<file path="config.mk">
export PLATFORM = sky130hd
export DESIGN_NAME = booth_mult_sched
export DESIGN_NICKNAME = d
export VERILOG_FILES = /design/src/rtl/booth_mult_sched.sv
export SDC_FILE = /design/constraint.sdc
export NUM_CORES = 1
export LEC_CHECK = 0
export CORE_MARGIN = 4
export CORE_UTILIZATION = 44
export DETAILED_ROUTE_END_ITERATION = 6
export GPL_TIMING_DRIVEN = 0
export PLACE_DENSITY = 0.81
export SETUP_SLACK_MARGIN = 0.1
export SLEW_MARGIN = 25
export SYNTH_ARGS = -nofsm -noshare
export SYNTH_HDL_FRONTEND = slang
export SYNTH_SLANG_ARGS = --single-unit
</file>
<file path="constraint.sdc">
create_clock -name clk -period 1.9 [get_ports clk]
set_input_delay 0.57 -clock clk [delete_from_list [all_inputs] [get_ports clk]]
set_output_delay 0.57 -clock clk [all_outputs]
set_load 0.005 [all_outputs]
</file>
<file path="src/rtl/booth_mult_sched.sv">
// Two-requester round-robin front end for a serial-load Booth multiplier.
// It streams 0, A, B onto m_data, waits out the multiplier latency, then returns the product with its owner's id.
module booth_mult_sched #(
    parameter int WIDTH   = 16,
    parameter int LATENCY = 18
) (
    input  logic                 clk,
    input  logic                 rst,
    input  logic                 req0,
    input  logic [WIDTH-1:0]     a0,
    input  logic [WIDTH-1:0]     b0,
    input  logic                 req1,
    input  logic [WIDTH-1:0]     a1,
    input  logic [WIDTH-1:0]     b1,
    output logic                 gnt0,
    output logic                 gnt1,
    output logic                 res_valid,
    output logic [2*WIDTH-1:0]   res_data,
    output logic                 res_id,
    output logic                 busy,
    output logic                 m_start,
    output logic [WIDTH-1:0]     m_data,
    input  logic [2*WIDTH-1:0]   m_result
);

    localparam int CW = $clog2(LATENCY + 1);

    typedef enum logic [2:0] {
        S_IDLE, S_START, S_LOAD_A, S_LOAD_B, S_WAIT, S_DONE
    } state_t;

    state_t             state_q, state_d;
    logic [WIDTH-1:0]   a_q, a_d, b_q, b_d;
    logic               own_q, own_d;
    logic               last_q, last_d;
    logic [CW-1:0]      cnt_q, cnt_d;
    logic [2*WIDTH-1:0] res_q, res_d;
    logic               rid_q, rid_d;
    logic               win;

    // Contention goes to whoever was not served last; a lone request always wins.
    assign win = (req0 && req1) ? ~last_q : req1;

    always_comb begin
        state_d   = state_q;
        a_d       = a_q;
        b_d       = b_q;
        own_d     = own_q;
        last_d    = last_q;
        cnt_d     = cnt_q;
        res_d     = res_q;
        rid_d     = rid_q;
        gnt0      = 1'b0;
        gnt1      = 1'b0;
        res_valid = 1'b0;
        res_data  = res_q;
        res_id    = rid_q;
        m_start   = 1'b0;
        m_data    = '0;
        busy      = (state_q != S_IDLE);
        case (state_q)
            S_IDLE: begin
                if (req0 || req1) begin
                    state_d = S_START;
                    own_d   = win;
                    last_d  = win;
                    a_d     = win ? a1 : a0;
                    b_d     = win ? b1 : b0;
                end
            end
            S_START: begin
                m_start = 1'b1;
                gnt0    = ~own_q;
                gnt1    = own_q;
                state_d = S_LOAD_A;
            end
            S_LOAD_A: begin
                m_start = 1'b1;
                m_data  = a_q;
                state_d = S_LOAD_B;
            end
            S_LOAD_B: begin
                m_start = 1'b1;
                m_data  = b_q;
                cnt_d   = CW'(LATENCY - 1);
                state_d = S_WAIT;
            end
            S_WAIT: begin
                m_start = 1'b1;
                if (cnt_q == '0) state_d = S_DONE;
                else             cnt_d   = cnt_q - 1'b1;
            end
            S_DONE: begin
                // Product is passed straight through this cycle and held afterwards.
                res_valid = 1'b1;
                res_data  = m_result;
                res_id    = own_q;
                res_d     = m_result;
                rid_d     = own_q;
                state_d   = S_IDLE;
            end
            default: state_d = S_IDLE;
        endcase
    end

    always_ff @(posedge clk) begin
        if (rst) begin
            state_q <= S_IDLE;
            a_q     <= '0;
            b_q     <= '0;
            own_q   <= 1'b0;
            last_q  <= 1'b1;
            cnt_q   <= '0;
            res_q   <= '0;
            rid_q   <= 1'b0;
        end else begin
            state_q <= state_d;
            a_q     <= a_d;
            b_q     <= b_d;
            own_q   <= own_d;
            last_q  <= last_d;
            cnt_q   <= cnt_d;
            res_q   <= res_d;
            rid_q   <= rid_d;
        end
    end

endmodule

</file>
After elaboration in Yosys (flattened, before gate mapping)
Cells that the tools add are included.
{"block": "op_classes", "n_bitwise": 2, "n_reduce_logical": 10, "n_eq_ne": 8, "addsub": 1, "mux": 15}
{"operator": "16-bit 2-to-1 mux", "n": 2}
{"operator": "32-bit 2-to-1 mux", "n": 1}
{"operator": "16-bit case mux with 2 select lines", "n": 1}
{"operator": "3-bit case mux with 5 select lines", "n": 1}
{"operator": "5-bit case mux with 2 select lines", "n": 1}
{"operator": "3-bit by 2-bit == test with 1-bit output (second input constant)", "n": 2}
{"operator": "3-bit == test (second input constant)", "n": 2}
{"operator": "1-bit 2-to-1 mux", "n": 6}
{"operator": "3-bit 2-to-1 mux", "n": 2}
{"operator": "2-bit != test (second input constant)", "n": 3}
{"operator": "2-bit AND reduction", "n": 3}
{"operator": "5-bit logical NOT", "n": 1}
{"operator": "5-bit 2-to-1 mux", "n": 1}
{"operator": "5-bit by 1-bit subtractor with 5-bit output (second input constant)", "n": 1}
{"operator": "4-bit OR reduction", "n": 1}
{"operator": "3-bit by 1-bit == test with 1-bit output (second input constant)", "n": 1}
{"operator": "3-bit logical NOT", "n": 1}
{"operator": "3-bit nonzero test", "n": 1}
{"operator": "1-bit NOT", "n": 2}
{"operator": "2-bit nonzero test", "n": 1}
{"operator": "1-bit logical AND", "n": 1}
{"operator": "1-bit logical OR", "n": 1}
{"block": "totals", "word_cells": 44, "input_bits": 100, "out_inout_bits": 54, "ff_bits": 75}

Logic depth before layout (Yosys ltp)
Gate-level depths: netlist of run 1.
{"block": "logic_depth", "depth_word": 3, "ltp_mapped": 6, "ltp_nobuf": 5}

Worst setup path after synthesis of run 1
OpenSTA, ideal clock, no wires.
{"block": "synth_path", "path_type": "register -> output", "startpoint": "reg state_q[1]", "endpoint": "out m_data[11]", "required_ns": 1.330, "path_stages_with_launch": 5, "t_arrival_ns": 1.211, "path_buffers": 2, "slack_ns": 0.119, "path_cell_list": "dfxtp_1 > buf_4 > nor3b_2 > buf_2 > a22o_1"}
{"block": "synth_between", "elab_chain_cells": 2, "elab_cells_between_ends": 3, "classes_between": "eq/ne: 2; mux: 1"}
{"item": "from (decl)", "line_no": "32", "rtl": "state_t state_q, state_d;"}
{"item": "from (signal assigned)", "line_no": "117", "rtl": "state_q <= state_d;"}
{"item": "3-bit by 2-bit == test with 1-bit output", "line_no": "61", "rtl": "case (state_q)"}
{"item": "16-bit case mux with 2 select lines (*)", "line_no": "61"}
{"item": "to (decl)", "line_no": "22", "rtl": "output logic [WIDTH-1:0] m_data,"}
Every way passes the cells marked *; elsewhere a longest branch is shown, timed or not.

Worst setup path after layout of run 1
{"block": "layout_path", "startpoint": "reg state_q[0]", "endpoint": "out res_data[11]"}
{"block": "layout_between", "elab_chain_cells": 2}
{"item": "3-bit == test", "line_no": "61"}
{"item": "32-bit 2-to-1 mux"}
{"item": "to (decl)", "line_no": "18", "rtl": "output logic [2*WIDTH-1:0] res_data,"}
No other way between the ends.

==> results of run 1 <==
## kinds of logic after synthesis
logic type / after synthesis / share of synthesized area [%]
AOI/OAI and AO/OA: 95 / 20.6
xor gates and xnor gates: 1 / 0.231
adders and majority gates: 1 / 0.329
buffers and inverters: 37 / 6.45
DFF: 75 / 39.5
muxes: 66 / 21.3
and+or+nand+nor: 61 / 11.5
## registers in the layout (all words and copies together), names as in the netlist
signal,flops
own_q,1
last_q,1
b_q,16
cnt_q,5
state_q,3
rid_q,1
res_q,32
a_q,16
## repair_timing
action                                  4_1_cts  5_1_grt
gates resized for setup                     301       33
gates cloned                                  5        1
pin swaps                                    17        7
endpoints found under the setup margin       84       84
setup buffers                                28       11
## tightest hold or removal path, stage by stage, from the launching register on
cell	delay [ns]
dfxtp_1	0.32
a21oi_1	0.11
a211oi_1	0.05
## final timing paths
path | endpoint | slack (ns)
worst max-delay path | res_data[11] | -0.41
worst min-delay path | b_q[0] | 0.53
worst max register to register | a_q[6] | 0.18
worst min register to register | b_q[0] | 0.53
## report_power, final
part	leakage (nW)	switching [mW]	total, mW	internal, mW
logic	2.05	0.592	1.38	0.793
registers	0.614	0.0801	1.78	1.70
clock network	0.102	0.566	1.28	0.715
total	2.77	1.24	4.45	3.21
## layer usage
metal,track usage (%),share of wire [%]
met5,0,0
met4,8.90,1.8
met3,5.26,8.9
met2,40.4,50
met1,25.6,39
## cells in the final DEF, fill, tap and decap left out, types with 3 or more instances in the layout
cell type         n
clkbuf_1          9
a211oi_1          8
clkdlybuf4s50_1  97
nor3_1            4
mux2_4           31
nor2_1            6
a22o_1           16
buf_6            51
clkbuf_2          4
dfxtp_1          72
o21ai_0           3
buf_2            19
clkbuf_8         12
buf_8             4
inv_1             3
a211oi_2         26
mux2i_1          18
mux2i_4           5
and2_1           33
buf_4            29
buf_12            9
mux2i_2          10
dfxtp_2           3
a21oi_1          33
## stage by stage
stage          setup TNS (ns)  total power [mW]  instances  hold slack (ns)  util [%]
4_1_cts                -15.91              4.36        642            0.513      74.5
2_1_floorplan               0              2.43        336            0.453         -
3_5_place_dp           -35.46              2.89        593            0.503      65.7
6_report               -16.03              4.45        653            0.530      76.8
3_3_place_gp           -33.28              2.86        593            0.475      65.7
5_1_grt                -19.31              4.64        653            0.547      76.8
## layout make-up
class                      instances  share of cell area (%)
buffer                            31                    5.81
timing repair buffer             197                    30.1
multi-input combinational        224                    34.6
clock buffer                      13                    2.65
inverter                           5                   0.373
clock inverter                     3                   0.707
sequential                        75                    23.6
tap                              105                    2.06
==> flow_summary.json, run 1 <==
{
  "status": "finished, violations left",
  "violations": "negative setup slack",
  "critPathLaunch": "state_q[0]",
  "start_util_pct": 45.8,
  "ys_types": 46,
  "finClkSkew_ns": 0.00785,
  "clkTransAtPathRegs_ns": 0.07,
  "hold_viol_final": 0,
  "antennaDiodeCount": 0,
  "syn_area_sq_um": 3800,
  "async_flop_share_pct": 0,
  "cellPowerDensity_nw_per_um2": 698,
  "ctsRootBufferMaster": "clkbuf_8",
  "p_leak_nw": 2.77,
  "yosys.area.top_type": "dfxtp_1",
  "slew_headroom_pct": 43.7,
  "final-setup-viol-count": 54,
  "cp_num_buf_inv": 3,
  "synth-edff-count": 0,
  "min_path_cells": 2,
  "synth_ff_type": "dfxtp_1",
  "synth_seq_cells": 75,
  "io_pins": 154,
  "rr_worst_depth": 10,
  "first_pass_iters": 4,
  "slew_viol_final": 0,
  "synthTopCellsByArea": "dfxtp_1 40%, mux2_4 11%, mux2i_1 8.7%, a211oi_2 8.6%, and2_1 5.4%",
  "dpl.hpwl_microns": 7910,
  "grt.overflow.total": 0,
  "max_cap_violations": 0,
  "vdd_drop_max_uv": 343,
  "required_ns": 1.33,
  "antenna_found_initial": 0,
  "fin_crit_sh_pct": 121,
  "syn_inst": 336,
  "grt_pass1_vias": 3617,
  "cp.arrival_ns": 1.74,
  "dieArea_sq_um": 10200,
  "numPortBuffers": 152,
  "rsz0062_at_grt": "yes",
  "grt_pass1_wl_microns": 17900,
  "ys_top_cells_by_count": "75 x dfxtp_1, 34 x a21oi_1, 33 x and2_1, 33 x mux2i_1, 29 x mux2_4",
  "design_area_sq_um": 6370,
  "insertion_delay_ns": 0.34,
  "ant_nets": 0,
  "via_count": 3416,
  "nets": 644,
  "crit_chain": "buf_8 > nand3b_4 > bufbuf_16 > mux2_4 > dlygate4sd2_1",
  "period_minus_slack_ns": 2.31,
  "cp-start-kind": "flop",
  "viasPerCell": 5.23,
  "cts_hold_buf": 0,
  "yosys_warnings": 0,
  "die_y_microns": 101,
  "postSynthAreaPerCell_sq_um": 11.3,
  "grt_max_degree": 13,
  "hp-class": "flop to flop",
  "cp_top_family": "buffers and inverters",
  "timing.rr.start": "state_q[1]",
  "drive_gt1_share_pct": 41.6,
  "ys_seq_area_share_pct": 39.5,
  "path_class": "flop to output port",
  "clk_path_buf_depth": 2,
  "crit_path_end_kind": "output port",
  "multi_input_area_sq_um": 2210,
  "core_area_sq_um": 8300,
  "route.detailed.drc": 0,
  "cp_slowest_cell": "dfxtp_2",
  "place_ws_ns": -0.678,
  "syn-num-nets": 437,
  "area_growth_pct": 67.7,
  "routabilityCongestion": 0.793,
  "fp.dieW_microns": 101,
  "clock_sink_count": 75,
  "numCtsBuffers": 9,
  "fill_cells": 517,
  "min_from": "b_q[0]",
  "wl_per_cell_microns": 18.1,
  "wirelength_microns": 11800,
  "fmax_mhz": 434,
  "grt_use_total_pct": 22.5,
  "place_area_sq_um": 5450,
  "synth_most_common_cell": "dfxtp_1",
  "htreeDepth": 3,
  "rows": 33,
  "tightest_slew_ns": 0.845,
  "synth_top_area_share_pct": 39.5,
  "drt_iter0_drc": 149,
  "final.setup.worst_slack_ns": -0.406,
  "cp_max_fo": 5,
  "cts_tree": "built",
  "worst-path-stages": 5,
  "regArea_sq_um": 1510,
  "cp_slowest_stage_delay_ns": 0.35
}
Power figures use the tool's default switching activity.
==> run 2, diff against run 1 <==
--- a/config.mk
+++ b/config.mk
@@ -5,11 +5,13 @@
 export SDC_FILE = /design/constraint.sdc
 export NUM_CORES = 1
 export LEC_CHECK = 0
+export CELL_PAD_IN_SITES_DETAIL_PLACEMENT = 0
+export CELL_PAD_IN_SITES_GLOBAL_PLACEMENT = 1
 export CORE_MARGIN = 4
-export CORE_UTILIZATION = 44
+export CORE_UTILIZATION = 33
 export DETAILED_ROUTE_END_ITERATION = 6
 export GPL_TIMING_DRIVEN = 0
-export PLACE_DENSITY = 0.81
+export PLACE_DENSITY_LB_ADDON = 0.1
 export SETUP_SLACK_MARGIN = 0.1
 export SLEW_MARGIN = 25
 export SYNTH_ARGS = -nofsm -noshare
==> run 2 against run 1 <==
Compared with the run above: power increased by 12%; sequential power about the same; critical path type unchanged; the run still ends with negative setup slack left; worst hold slack got worse by 0.032 ns; largest cell class unchanged.
==> flow_summary.json, run 2 (synthesis results as in run 1) <==
{
  "cts_tree": "built",
  "violations": "negative setup slack",
  "design_area_sq_um": 6560,
  "cp_common_cell": "buf_6",
  "cp-start-kind": "flop",
  "regMostFlops": "res_q",
  "numCtsBuffers": 9,
  "via_count": 3311,
  "nets": 648,
  "reg_top3": "res_q (32), a_q (16), b_q (16)",
  "layout_common_cells": "96 x clkdlybuf4s50_1, 72 x dfxtp_1, 66 x buf_6, 33 x and2_1, 32 x mux2_4",
  "cp_num_buf_inv": 5,
  "stdcell_count": 691,
  "pwr-share-seq_pct": 36.0,
  "grt_max_degree": 14,
  "grt_pass1_wl_microns": 17800,
  "fmax_mhz": 445,
  "dpl.hpwl_microns": 8100,
  "antennaDiodeCount": 0,
  "finClkSkew_ns": 0.00794,
  "clkTransAtPathRegs_ns": 0.06,
  "place_inst": 628,
  "cp.arrival_ns": 1.68,
  "clock_sink_count": 75,
  "tightest_slew_ns": 0.760,
  "rsz0062_at_grt": "yes",
  "crit_path_end_kind": "output port",
  "die_y_microns": 115,
  "slew_viol_final": 0,
  "start_util_pct": 34.4,
  "grt_use_total_pct": 17.0,
  "required_ns": 1.33,
  "setup_tns_ns": -13.47,
  "clockPowerShare_pct": 36.4,
  "max_cap_violations": 0,
  "cell_internal_pwr_mw": 3.65,
  "cts_hold_buf": 0,
  "fill_cells": 923,
  "routabilityCongestion": 0.721,
  "largest_register_ffs": 32,
  "min_path_cells": 1,
  "insertion_delay_ns": 0.33,
  "fin_crit_sh_pct": 118,
  "slew_headroom_pct": 49.4,
  "final-setup-viol-count": 54,
  "vdd_drop_max_uv": 458,
  "wirelength_microns": 11300,
  "clk_path_buf_depth": 2,
  "period_minus_slack_ns": 2.25,
  "cp_max_fo": 7,
  "antenna_found_initial": 0,
  "path_class": "flop to output port",
  "grt.overflow.total": 0,
  "fp.dieW_microns": 115,
  "hp-class": "flop to flop",
  "p_leak_nw": 2.83,
  "hold_viol_final": 0,
  "ctsRootBufferMaster": "clkbuf_16",
  "worst-path-stages": 7,
  "grt_pass1_vias": 3556,
  "area_growth_pct": 72.5,
  "pwr-share-comb_pct": 27.6,
  "viasPerCell": 4.79,
  "drt_iter0_drc": 143,
  "status": "finished, violations left",
  "final.setup.worst_slack_ns": -0.346,
  "p_sw_mw": 1.33,
  "rr_worst_depth": 11,
  "numPortBuffers": 152,
  "wl_per_cell_microns": 16.4,
  "cp_top_family": "buffers and inverters",
  "netSwitchingFraction_pct": 26.8,
  "cellPowerDensity_nw_per_um2": 760,
  "route.detailed.drc": 0,
  "place_area_sq_um": 5500,
  "first_pass_iters": 4,
  "crit_chain": "buf_6 > and3b_1 > clkbuf_8 > buf_6 > buf_6 > a22o_1 > buf_2",
  "rows": 38,
  "io_pins": 154,
  "cp_slowest_cell": "dfxtp_2",
  "core_area_sq_um": 11000,
  "dieArea_sq_um": 13300,
  "cp_slowest_stage_delay_ns": 0.34,
  "place_ws_ns": -0.699,
  "ant_nets": 0,
  "final_common_cell": "clkdlybuf4s50_1",
  "htreeDepth": 3,
  "drive_gt1_share_pct": 42.6
}
-- run 2: cell types whose count changed in the layout (fill, tap and decap cells not counted), sizes merged --
cell	previous run	this run
dlygate4sd2	2	1
clkinvlp	2	3
bufinv	1	2
bufbuf	1	0
clkinv	0	1
clkbuf	26	24
buf	114	119
clkdlybuf4s50	97	96
-- run 2: cell type report --
type                       count  area, sq um  share of cell area [%]
buffer                        31          343                    5.23
clock buffer                   9          225                    3.44
clock inverter                 6         91.3                    1.39
inverter                       5         23.8                   0.363
multi-input combinational    224         2200                    33.6
sequential                    75         1510                    23.0
tap                          140          175                    2.67
timing repair buffer         201         1990                    30.3
-- run 2: final timing paths --
check	startpoint	to	slack [ns]
setup / recovery	state_q[2]	m_data[13]	-0.35
hold / removal	cnt_q[4]	cnt_q[4]	0.50
setup reg to reg	state_q[1]	b_q[11]	0.20
hold reg to reg	cnt_q[4]	cnt_q[4]	0.50
-- run 2: worst register-to-register path: stages, from the launching register on --
cell and delay, ns:
dfxtp_2 0.32, buf_6 0.12, buf_6 0.11, nor3_4 0.20
buf_6 0.13, buf_4 0.10, buf_4 0.10, buf_6 0.09
buf_6 0.13, buf_6 0.12, a21oi_1 0.07, a211oi_2 0.14
-- run 2: metal layers --
layer | GRT usage, % | vias up | part of all wire [%] | routed length (microns)
li1 | - | 1659 | - | -
met1 | 22.0 | 1533 | 45 | 5110
met2 | 27.8 | 103 | 48 | 5400
met3 | 3.32 | 16 | 5.3 | 595
met4 | 6.42 | 0 | 1.8 | 207
met5 | 0 | - | 0 | 0
-- run 2: stage by stage --
stage / hold slack [ns] / util (%) / power, mW
after floorplan: 0.453 / - / 2.43
after global placement: 0.472 / 49.8 / 2.88
after detailed placement: 0.486 / 49.8 / 2.90
after CTS: 0.499 / 57.5 / 4.90
after global routing: 0.516 / 59.4 / 5.22
final: 0.498 / 59.4 / 4.98
-- run 2: repair_timing --
action / in CTS / in global routing
pin swaps: 18 / 28
resized for setup: 312 / 34
setup endpoints to repair: 84 / 81
buffers inserted: 33 / 12
cloned: 3 / 3
-- run 2: power groups by stage --
| stage | Combinational (mW) | Clock, mW | Sequential [mW] |
|---|---|---|---|
| 6_report | 1.38 | 1.81 | 1.79 |
| 5_1_grt | 1.48 | 1.93 | 1.81 |
| 4_1_cts | 1.27 | 1.85 | 1.79 |
| 3_5_place_dp | 1.08 | 0 | 1.82 |
| 3_3_place_gp | 1.06 | 0 | 1.82 |
| 2_1_floorplan | 0.647 | 0 | 1.79 |
==> run 3, diff against run 2 <==
--- a/config.mk
+++ b/config.mk
@@ -10,7 +10,7 @@
 export CORE_MARGIN = 4
 export CORE_UTILIZATION = 33
 export DETAILED_ROUTE_END_ITERATION = 6
-export GPL_TIMING_DRIVEN = 0
+export GPL_ROUTABILITY_DRIVEN = 0
 export PLACE_DENSITY_LB_ADDON = 0.1
 export SETUP_SLACK_MARGIN = 0.1
 export SLEW_MARGIN = 25
==> run 3 against run 2 <==
Compared with the run above: the run still ends with negative setup slack left; cell count is 4.8% lower; clock-buffer cell count increased by 1; global-route usage shrank 1.4 points; sequential power hardly changed; register-to-register slack got worse by 0.03 ns; sequential cell count unchanged; power is 3.0% lower; sequential share of layout area grew 1.3 points; clock skew is 0.0022 ns lower; utilization fell by 3.1 points; via count down 3.8%; critical endpoint is now res_data[16].
==> flow_summary.json, run 3 (synthesis results as in run 1) <==
{
  "status": "finished, violations left",
  "violations": "negative setup slack",
  "wirelength_microns": 10800,
  "die_y_microns": 115,
  "cp-start-kind": "flop",
  "cts_tree": "built",
  "dieArea_sq_um": 13300,
  "layout_common_cells": "96 x clkdlybuf4s50_1, 72 x dfxtp_1, 42 x buf_6, 34 x a21oi_1, 33 x and2_1",
  "clockPowerShare_pct": 37.5,
  "antennaDiodeCount": 0,
  "max_cap_violations": 0,
  "insertion_delay_ns": 0.33,
  "viasPerCell": 4.84,
  "timing.hold.ws_ns": 0.490,
  "stdcell_count": 658,
  "final-setup-viol-count": 53,
  "required_ns": 1.33,
  "fin_crit_sh_pct": 114,
  "io_pins": 154,
  "antenna_found_initial": 0,
  "tightest_slew_ns": 0.395,
  "path_class": "flop to output port",
  "pwr-share-comb_pct": 25.3,
  "wl_per_cell_microns": 16.4,
  "met1_length_microns": 4920,
  "fmax_mhz": 460,
  "setup_tns_ns": -11.17,
  "design_area_sq_um": 6220,
  "rsz0062_at_grt": "yes",
  "slew_viol_final": 0,
  "top_layer_used": "met4",
  "place_area_sq_um": 5630,
  "ctsRootBufferMaster": "clkbuf_16",
  "period_minus_slack_ns": 2.17,
  "via_count": 3184,
  "vdd_drop_max_uv": 396,
  "rows": 38,
  "core_area_sq_um": 11000,
  "first_pass_iters": 4,
  "netSwitchingFraction_pct": 25.9,
  "grt_use_total_pct": 15.5,
  "clkTransAtPathRegs_ns": 0.06,
  "hp-class": "flop to flop",
  "clock_sink_count": 75,
  "regMostFlops": "res_q",
  "slew_headroom_pct": 73.6,
  "hold_viol_final": 0,
  "reg_top3": "res_q (32), a_q (16), b_q (16)",
  "nets": 615,
  "drive_gt1_share_pct": 37.6,
  "numPortBuffers": 153,
  "p_sw_mw": 1.25,
  "cell_internal_pwr_mw": 3.58,
  "grt.overflow.total": 0,
  "finClkSkew_ns": 0.00573,
  "cp_max_fo": 8,
  "dpl.hpwl_microns": 7400,
  "met2_length_microns": 5010,
  "clk_path_buf_depth": 2,
  "cellPowerDensity_nw_per_um2": 778,
  "largest_register_ffs": 32,
  "final_common_cell": "clkdlybuf4s50_1",
  "crit_path_end_kind": "output port",
  "p_leak_nw": 2.69,
  "grt_pass1_vias": 3254,
  "pwr-share-seq_pct": 37.1,
  "ant_nets": 0,
  "area_growth_pct": 63.6,
  "grt_pass1_wl_microns": 16500,
  "dr_wl_met3_microns": 781,
  "fp.dieW_microns": 115,
  "htreeDepth": 3,
  "cp.arrival_ns": 1.60,
  "utilization_pct": 56.4,
  "start_util_pct": 34.4,
  "cts_hold_buf": 0,
  "final.setup.worst_slack_ns": -0.274,
  "grt_max_degree": 36,
  "route.detailed.drc": 0,
  "numCtsBuffers": 9,
  "place_inst": 626,
  "drt_iter0_drc": 171
}
[run 3: cell types whose count changed in the layout (fill, tap and decap cells not counted), sizes merged]
cell / before / now
clkinv: 1 / 2
dlygate4sd2: 1 / 0
clkbuf: 24 / 13
buf: 119 / 98
dlymetal6s2s: 1 / 2
clkinvlp: 3 / 1
[run 3: worst max-delay path, stage by stage, from the launching register on]
cell      delay (ns)
dfxtp_4         0.36
nand3b_4        0.19
buf_6           0.16
buf_12          0.14
mux2_4          0.31
buf_6           0.12
[run 3: power by group through the flow]
stage,registers (mW),clock network (mW),logic (mW)
2_1_floorplan,1.79,0,0.647
3_3_place_gp,1.82,0,1.10
3_5_place_dp,1.82,0,1.11
4_1_cts,1.79,1.86,1.15
5_1_grt,1.81,1.92,1.32
6_report,1.80,1.82,1.22
[run 3: area by class of cell]
type	instances	area (sq um)
clock buffer	10	239
clock inverter	5	77.6
fill	952	4810
multi-input combinational	224	2130
tap	140	175
inverter	5	21.3
sequential	75	1510
timing repair buffer	199	2060
[run 3: final timing paths]
check,from,endpoint,slack (ns),cells past startpoint
setup / recovery,state_q[1],res_data[16],-0.27,5
hold / removal,cnt_q[4],cnt_q[4],0.49,1
setup reg to reg,state_q[1],b_q[0],0.17,10
hold reg to reg,cnt_q[4],cnt_q[4],0.49,1
[run 3: timing repair]
item	CTS	global route
buffers inserted	8	7
cloned	2	2
pin swaps	19	3
endpoints found under the setup margin	55	68
resized for setup	264	18
[run 3: per-layer routing]
metal / GRT usage [%] / vias up
met2: 25.6 / 110
met5: 0 / -
li1: - / 1584
met3: 4.21 / 8
met1: 20.3 / 1482
met4: 3.76 / 0
[run 3: metrics by stage]
stage / setup WS, ns / total power [mW]
3_5_place_dp: -0.402 / 2.93
4_1_cts: -0.278 / 4.80
6_report: -0.274 / 4.83
2_1_floorplan: 0.119 / 2.43
3_3_place_gp: -0.379 / 2.92
5_1_grt: -0.317 / 5.05
==> patch 1: new RTL, settings of run 1 <==
Encoding of `state_t`: now one-hot (6 bits for 6 states).
--- a/src/rtl/booth_mult_sched.sv
+++ b/src/rtl/booth_mult_sched.sv
@@ -25,8 +25,8 @@
 
     localparam int CW = $clog2(LATENCY + 1);
 
-    typedef enum logic [2:0] {
-        S_IDLE, S_START, S_LOAD_A, S_LOAD_B, S_WAIT, S_DONE
+    typedef enum logic [5:0] {
+        S_IDLE = 6'b000001, S_START = 6'b000010, S_LOAD_A = 6'b000100, S_LOAD_B = 6'b001000, S_WAIT = 6'b010000, S_DONE = 6'b100000
     } state_t;
 
     state_t             state_q, state_d;
Function: same outputs for any inputs over 10 cycles, from zero or initial values and one cycle with rst high; not proved beyond that.
==> patch 1 against run 1 <==
  * The flow still finishes with violations (setup timing)
  * Worst hold slack worse by 58 ps
  * Cell area is 12% higher
  * Wire length rose by 50%
  * Total power increased by 2.0%
  * Sequential cell count grew 3
  * Sequential power up 3%
  * Sequential share of layout area decreased by 1.6 points
  * Worst setup slack worse by 550 ps
  * Count of clock-buffer cells in the layout shrank 2
  * Combinational power fell by 17%
  * Area after synthesis decreased by 2.2%
==> patch 1: results (changes against run 1) <==
| Metric | Value |
|---|---|
| VDD IR-drop max | 0.3922 mV (+14%) |
| First-pass GRT wire length | 20070 um (+12%) |
| WP data arrival | 2290 ps (+550 ps) |
| Finished Layout Cells | 738 (+13%) |
| Final non-filler cell area | 7168 um^2 (+12%) |
| Mapped Cells | 379 (+13%) |
| Library cells used by synthesis | 41 (-11%) |
| Worst relative slew slack | 0.4459 (+0.009139) |
| 1st-pass router iterations | 5 (+1) |
| CP max-delay cell | or4_4 |
| Violated checks | setup timing |
| Routed WL | 17810 um (+50%) |
| Placed cells | 637 (+7.4%) |
| Final Setup Violations | 120 (+120%) |
| Sw Share | 0.2838 (+0.005474) |
| Global Route Usage Sum | 0.2559 (+0.03091) |
| Post-detail-place hpwl | 7863 um (-0.61%) |
| Synth top cells by count | 78 x dfxtp_1, 65 x nand2_1, 43 x mux2_2, 35 x nor2b_1, 30 x a21oi_1 |
| Syn_nets | 480 (+9.8%) |
| Run status | finished with violations |
| Filler Cells Inserted | 331 (-36%) |
| Static leakage | 0.003128 uW (+13%) |
| Placed instance area | 5379 um^2 (-1.4%) |
| Worst-path maximum fanout | 4 (-1) |
| CP max stage delay | 570 ps (+220 ps) |
| Register clock-pin slew on the reported worst setup and hold paths | 90 ps (+20 ps) |
| Min setup slack post-route | -956.6 ps (-550.9 ps) |
| Layout cells sized above 1 | 0.5545 (+0.1384) |
| Synth top area cells | dfxtp_1 42%, mux2_2 13%, nand2_1 6.6% |
## patch 1: changes by cell type in the layout (fill, tap and decap cells not counted), sizes merged, moves of 3 or more
cell and change:
mux2 +32, buf +39, mux2i -33, and2 -34, nor2b +34, nor2 +4, nor3b +3, xor2 +3
nand4 +3, dfxtp +3, a211oi -33, nand2 +64
## patch 1: routing by layer
layer | share of wire | up-vias | global-route usage
li1 | - | 1806 | -
met4 | 0.068 | 0 | 0.1019
met3 | 0.087 | 109 | 0.06185
met2 | 0.51 | 306 | 0.4777
met1 | 0.34 | 1986 | 0.2748
met5 | 0 | - | 0
## patch 1: what timing repair did
item / 4_1_cts / 5_1_grt
pin swaps: 25 / 17
buffers inserted: 52 / 42
gates cloned: 6 / 3
endpoints found under the hold margin: 0 / 0
resized for setup: 352 / 175
endpoints found under the setup margin: 122 / 129
## patch 1: final timing paths
| check | from | end | slack [ps] | cells past startpoint |
|---|---|---|---|---|
| max | state_q[5] | m_data[9] | -960 | 8 |
| min | b_q[8] | b_q[8] | 470 | 2 |
| max reg2reg | state_q[0] | res_q[19] | -240 | 9 |
| min reg2reg | b_q[8] | b_q[8] | 470 | 2 |
## patch 1: logic make-up (layout without fill, tap and decap cells)
family,Yosys count,after routing,synth area share
buffers and inverters,32,286,0.04648
AND/OR/NAND/NOR,141,141,0.2105
XOR/XNOR,3,3,0.007074
flip-flops,78,78,0.4203
adder cells (fa/ha/maj),1,1,0.003368
multiplexers,65,65,0.2061
AO/OA/AOI/OAI,59,59,0.1061
## patch 1: worst min-delay path: stages, from the launching register on
cell and delay, ps:
dfxtp_1 330, nand2_2 60, a21oi_2 40
## patch 1: per-stage QoR
step	power, uW	hold WS, ps
6_report	4538	471.4
5_1_grt	4640	491.3
3_5_place_dp	2541	449.2
3_3_place_gp	2523	437.4
2_1_floorplan	2207	430.2
4_1_cts	4170	459.8
## patch 1: layout make-up
| class | count | share of cell area |
|---|---|---|
| Buffer | 23 | 0.03020 |
| Clock buffer | 11 | 0.01972 |
| Clock inverter | 4 | 0.01327 |
| Inverter | 5 | 0.002618 |
| Multi-Input combinational cell | 269 | 0.3498 |
| Sequential cell | 78 | 0.2203 |
| Tap cell | 105 | 0.01833 |
| Timing Repair Buffer | 243 | 0.3458 |
## patch 1: power groups by stage
stage	Clock (uW)	Sequential (uW)	Combinational [uW]
after floorplan	0	1800	402
after global placement	0	1820	701
after detailed placement	0	1820	716
after CTS	1480	1790	894
after global routing	1610	1830	1200
final	1560	1830	1150
==> patch 2: new RTL, flow settings as in run 1 <==
Made on the original files. Set the parameter `LATENCY` to 36 (it was 18).
--- a/src/rtl/booth_mult_sched.sv
+++ b/src/rtl/booth_mult_sched.sv
@@ -2,7 +2,7 @@
 // It streams 0, A, B onto m_data, waits out the multiplier latency, then returns the product with its owner's id.
 module booth_mult_sched #(
     parameter int WIDTH   = 16,
-    parameter int LATENCY = 18
+    parameter int LATENCY = 36
 ) (
     input  logic                 clk,
     input  logic                 rst,
Check against the original RTL: same outputs for any inputs over 10 cycles, from zero or initial values and one cycle with rst high; that may be too few to reach the edited logic, so the function may still have changed.
==> patch 2 against run 1 <==
  * The run still ends with setup timing left
  * Area after synthesis shrank 6.7%
  * Clock skew grew 1.5 ps
  * Largest cell class unchanged
  * Critical path type unchanged
  * Total power grew 0.69%
  * Sequential cell count grew 1
  * Cell area shrank 1.4%
  * Worst setup slack lost 47 ps
  * Worst hold slack lost 5.7 ps
  * Wire length grew 9.2%
==> patch 2: results (changes against run 1) <==
| Metric | Value |
|---|---|
| Async S/R FF share, synth | 0 (unchanged) |
| CP max-delay cell | dfxtp_4 |
| Violated checks | setup timing |
| Post-detail-place hpwl | 7737 um (-2.2%) |
| Latest clock arrival within the worst-skew pair | 350 ps |
| Min setup slack post-route | -453.0 ps (-47.37 ps) |
| First-pass GRT wire length | 19260 um (+7.8%) |
| Register clock-pin slew on the reported worst setup and hold paths | around 80 ps |
| Worst hold path class | flop to flop |
| GPL Wtd Cong | 0.8173 (+3.0%) |
| VDD IR-drop max | 0.4611 mV (+34%) |
| Vias per cell | 5.458 (+4.3%) |
| Synth top cells by count | 76 x dfxtp_1, 38 x a211oi_1, 36 x a21oi_1, 35 x mux2i_1, 33 x and2_1 |
| Final setup TNS | -18530 ps (-2502 ps) |
| Sequential share of the synthesized area | 0.4289 (+0.03380) |
| Routed WL | 12930 um (+9.2%) |
| 1st-pass router iterations | 4 (unchanged) |
| Syn_nets | 453 (+3.7%) |
| Syn. warnings | 0 (unchanged) |
| Clock skew | 9.313 ps (+1.463 ps) |
| Library cells used by synthesis | 44 (-4.3%) |
| Filler Cells Inserted | 434 (-16%) |
| Number of DRC markers in iteration 0 | 175 (+17%) |
| TritonCTS Buffers | 9 (unchanged) |
| Largest net degree at the start of global routing | 13 (unchanged) |
| Run status | finished with violations |
| H-tree depth | 3 (unchanged) |
| Layout cells sized above 1 | 0.3636 (-0.05242) |
| Setup crit end kind | output pin |
| Clock Tree Buf Depth | 2 (unchanged) |
| Max reg flops | 32 (unchanged) |
| Setup bufs post-CTS | 35 (+25%) |
| Root Driver | clkbuf_8 |
| Mux contribution to synthesized area | 0.2067 (-0.006667) |
| Nets@finish | 669 (+3.9%) |
| Worst-path maximum fanout | 5 (unchanged) |
| Port-buffer cells | 152 (unchanged) |
| CP max stage delay | 350 ps (about the same) |
| Worst slew pin tran | 788.1 ps (-56.72 ps) |
| Post-synthesis compound-gate area fraction | 0.1884 (-0.01776) |
| WP data arrival | 1780 ps (+40 ps) |
| Post-cts resize count | 339 (+13%) |
| Vias in the first global route | 3897 (+7.7%) |
| Placed instance area | 5207 um^2 (-4.5%) |
| Biggest regs | res_q x32, a_q x16, b_q x16 |
| Final Setup Violations | 54 (unchanged) |
| Synth top area cells | dfxtp_1 43%, mux2i_1 9.9%, mux2_1 9.5% |
| Post-synthesis xor/xnor area fraction | 0.002469 (+0.0001642) |
| Global Route Usage Sum | 0.2498 (+0.02476) |
| Static leakage | 0.002772 uW (+0.16%) |
| Adder-cell share of the synthesized area | 0.007055 (+0.003762) |
| Initial antenna violation count | 0 (unchanged) |
| Number of diodes | 0 (unchanged) |
-- patch 2: stage by stage --
stage / std cells / power, uW / util / hold slack (ps) / setup WS [ps]
2_1_floorplan: 351 / 2363 / - / 462.4 / 87.79
3_3_place_gp: 605 / 2801 / 0.6704 / 488.8 / -619.5
3_5_place_dp: 605 / 2829 / 0.6704 / 490.6 / -637.2
4_1_cts: 659 / 4295 / 0.7800 / 501.4 / -429.9
5_1_grt: 674 / 4631 / 0.8091 / 547.7 / -488.8
6_report: 674 / 4480 / 0.8091 / 524.2 / -453.0
-- patch 2: area by class of cell --
class                   count  area (um^2)  area share
flip-flops and latches     76         1533      0.2439
inverters                   6        25.02    0.003982
multi-input cells         236         2108      0.3355
clock buffers              12        155.1     0.02469
plain buffers              33        276.5     0.04400
repair buffers            205         2012      0.3201
well taps                 102        127.6     0.02031
clock inverters             4        47.55    0.007565
-- patch 2: worst paths after layout --
path / start / cells past startpoint / slack [ps] / to
setup / recovery: state_q[0] / 7 / -450 / m_data[1]
setup reg to reg: state_q[0] / 6 / 150 / cnt_q[1]
hold / removal: b_q[10] / 2 / 520 / b_q[10]
hold reg to reg: b_q[10] / 2 / 520 / b_q[10]
-- patch 2: layer usage --
layer / wire, um / track usage
met1: 4954 / 0.2701
met3: 931 / 0.06286
met5: 0 / 0
met2: 6707 / 0.4686
met4: 336 / 0.08946
-- patch 2: critical path, delay by kind of cell (launching register included) --
family | cells | cell delay, ps
compound gates | 1 | 150
buf+inv | 5 | 640
flops | 1 | 350
simple gates | 1 | 290
-- patch 2: where the power goes --
group	internal, uW	leakage [uW]	switching (uW)
combinational	766	0.00205	593
sequential	1740	0.000623	95.1
clock	676	0.000102	614
total	3180	0.00277	1300
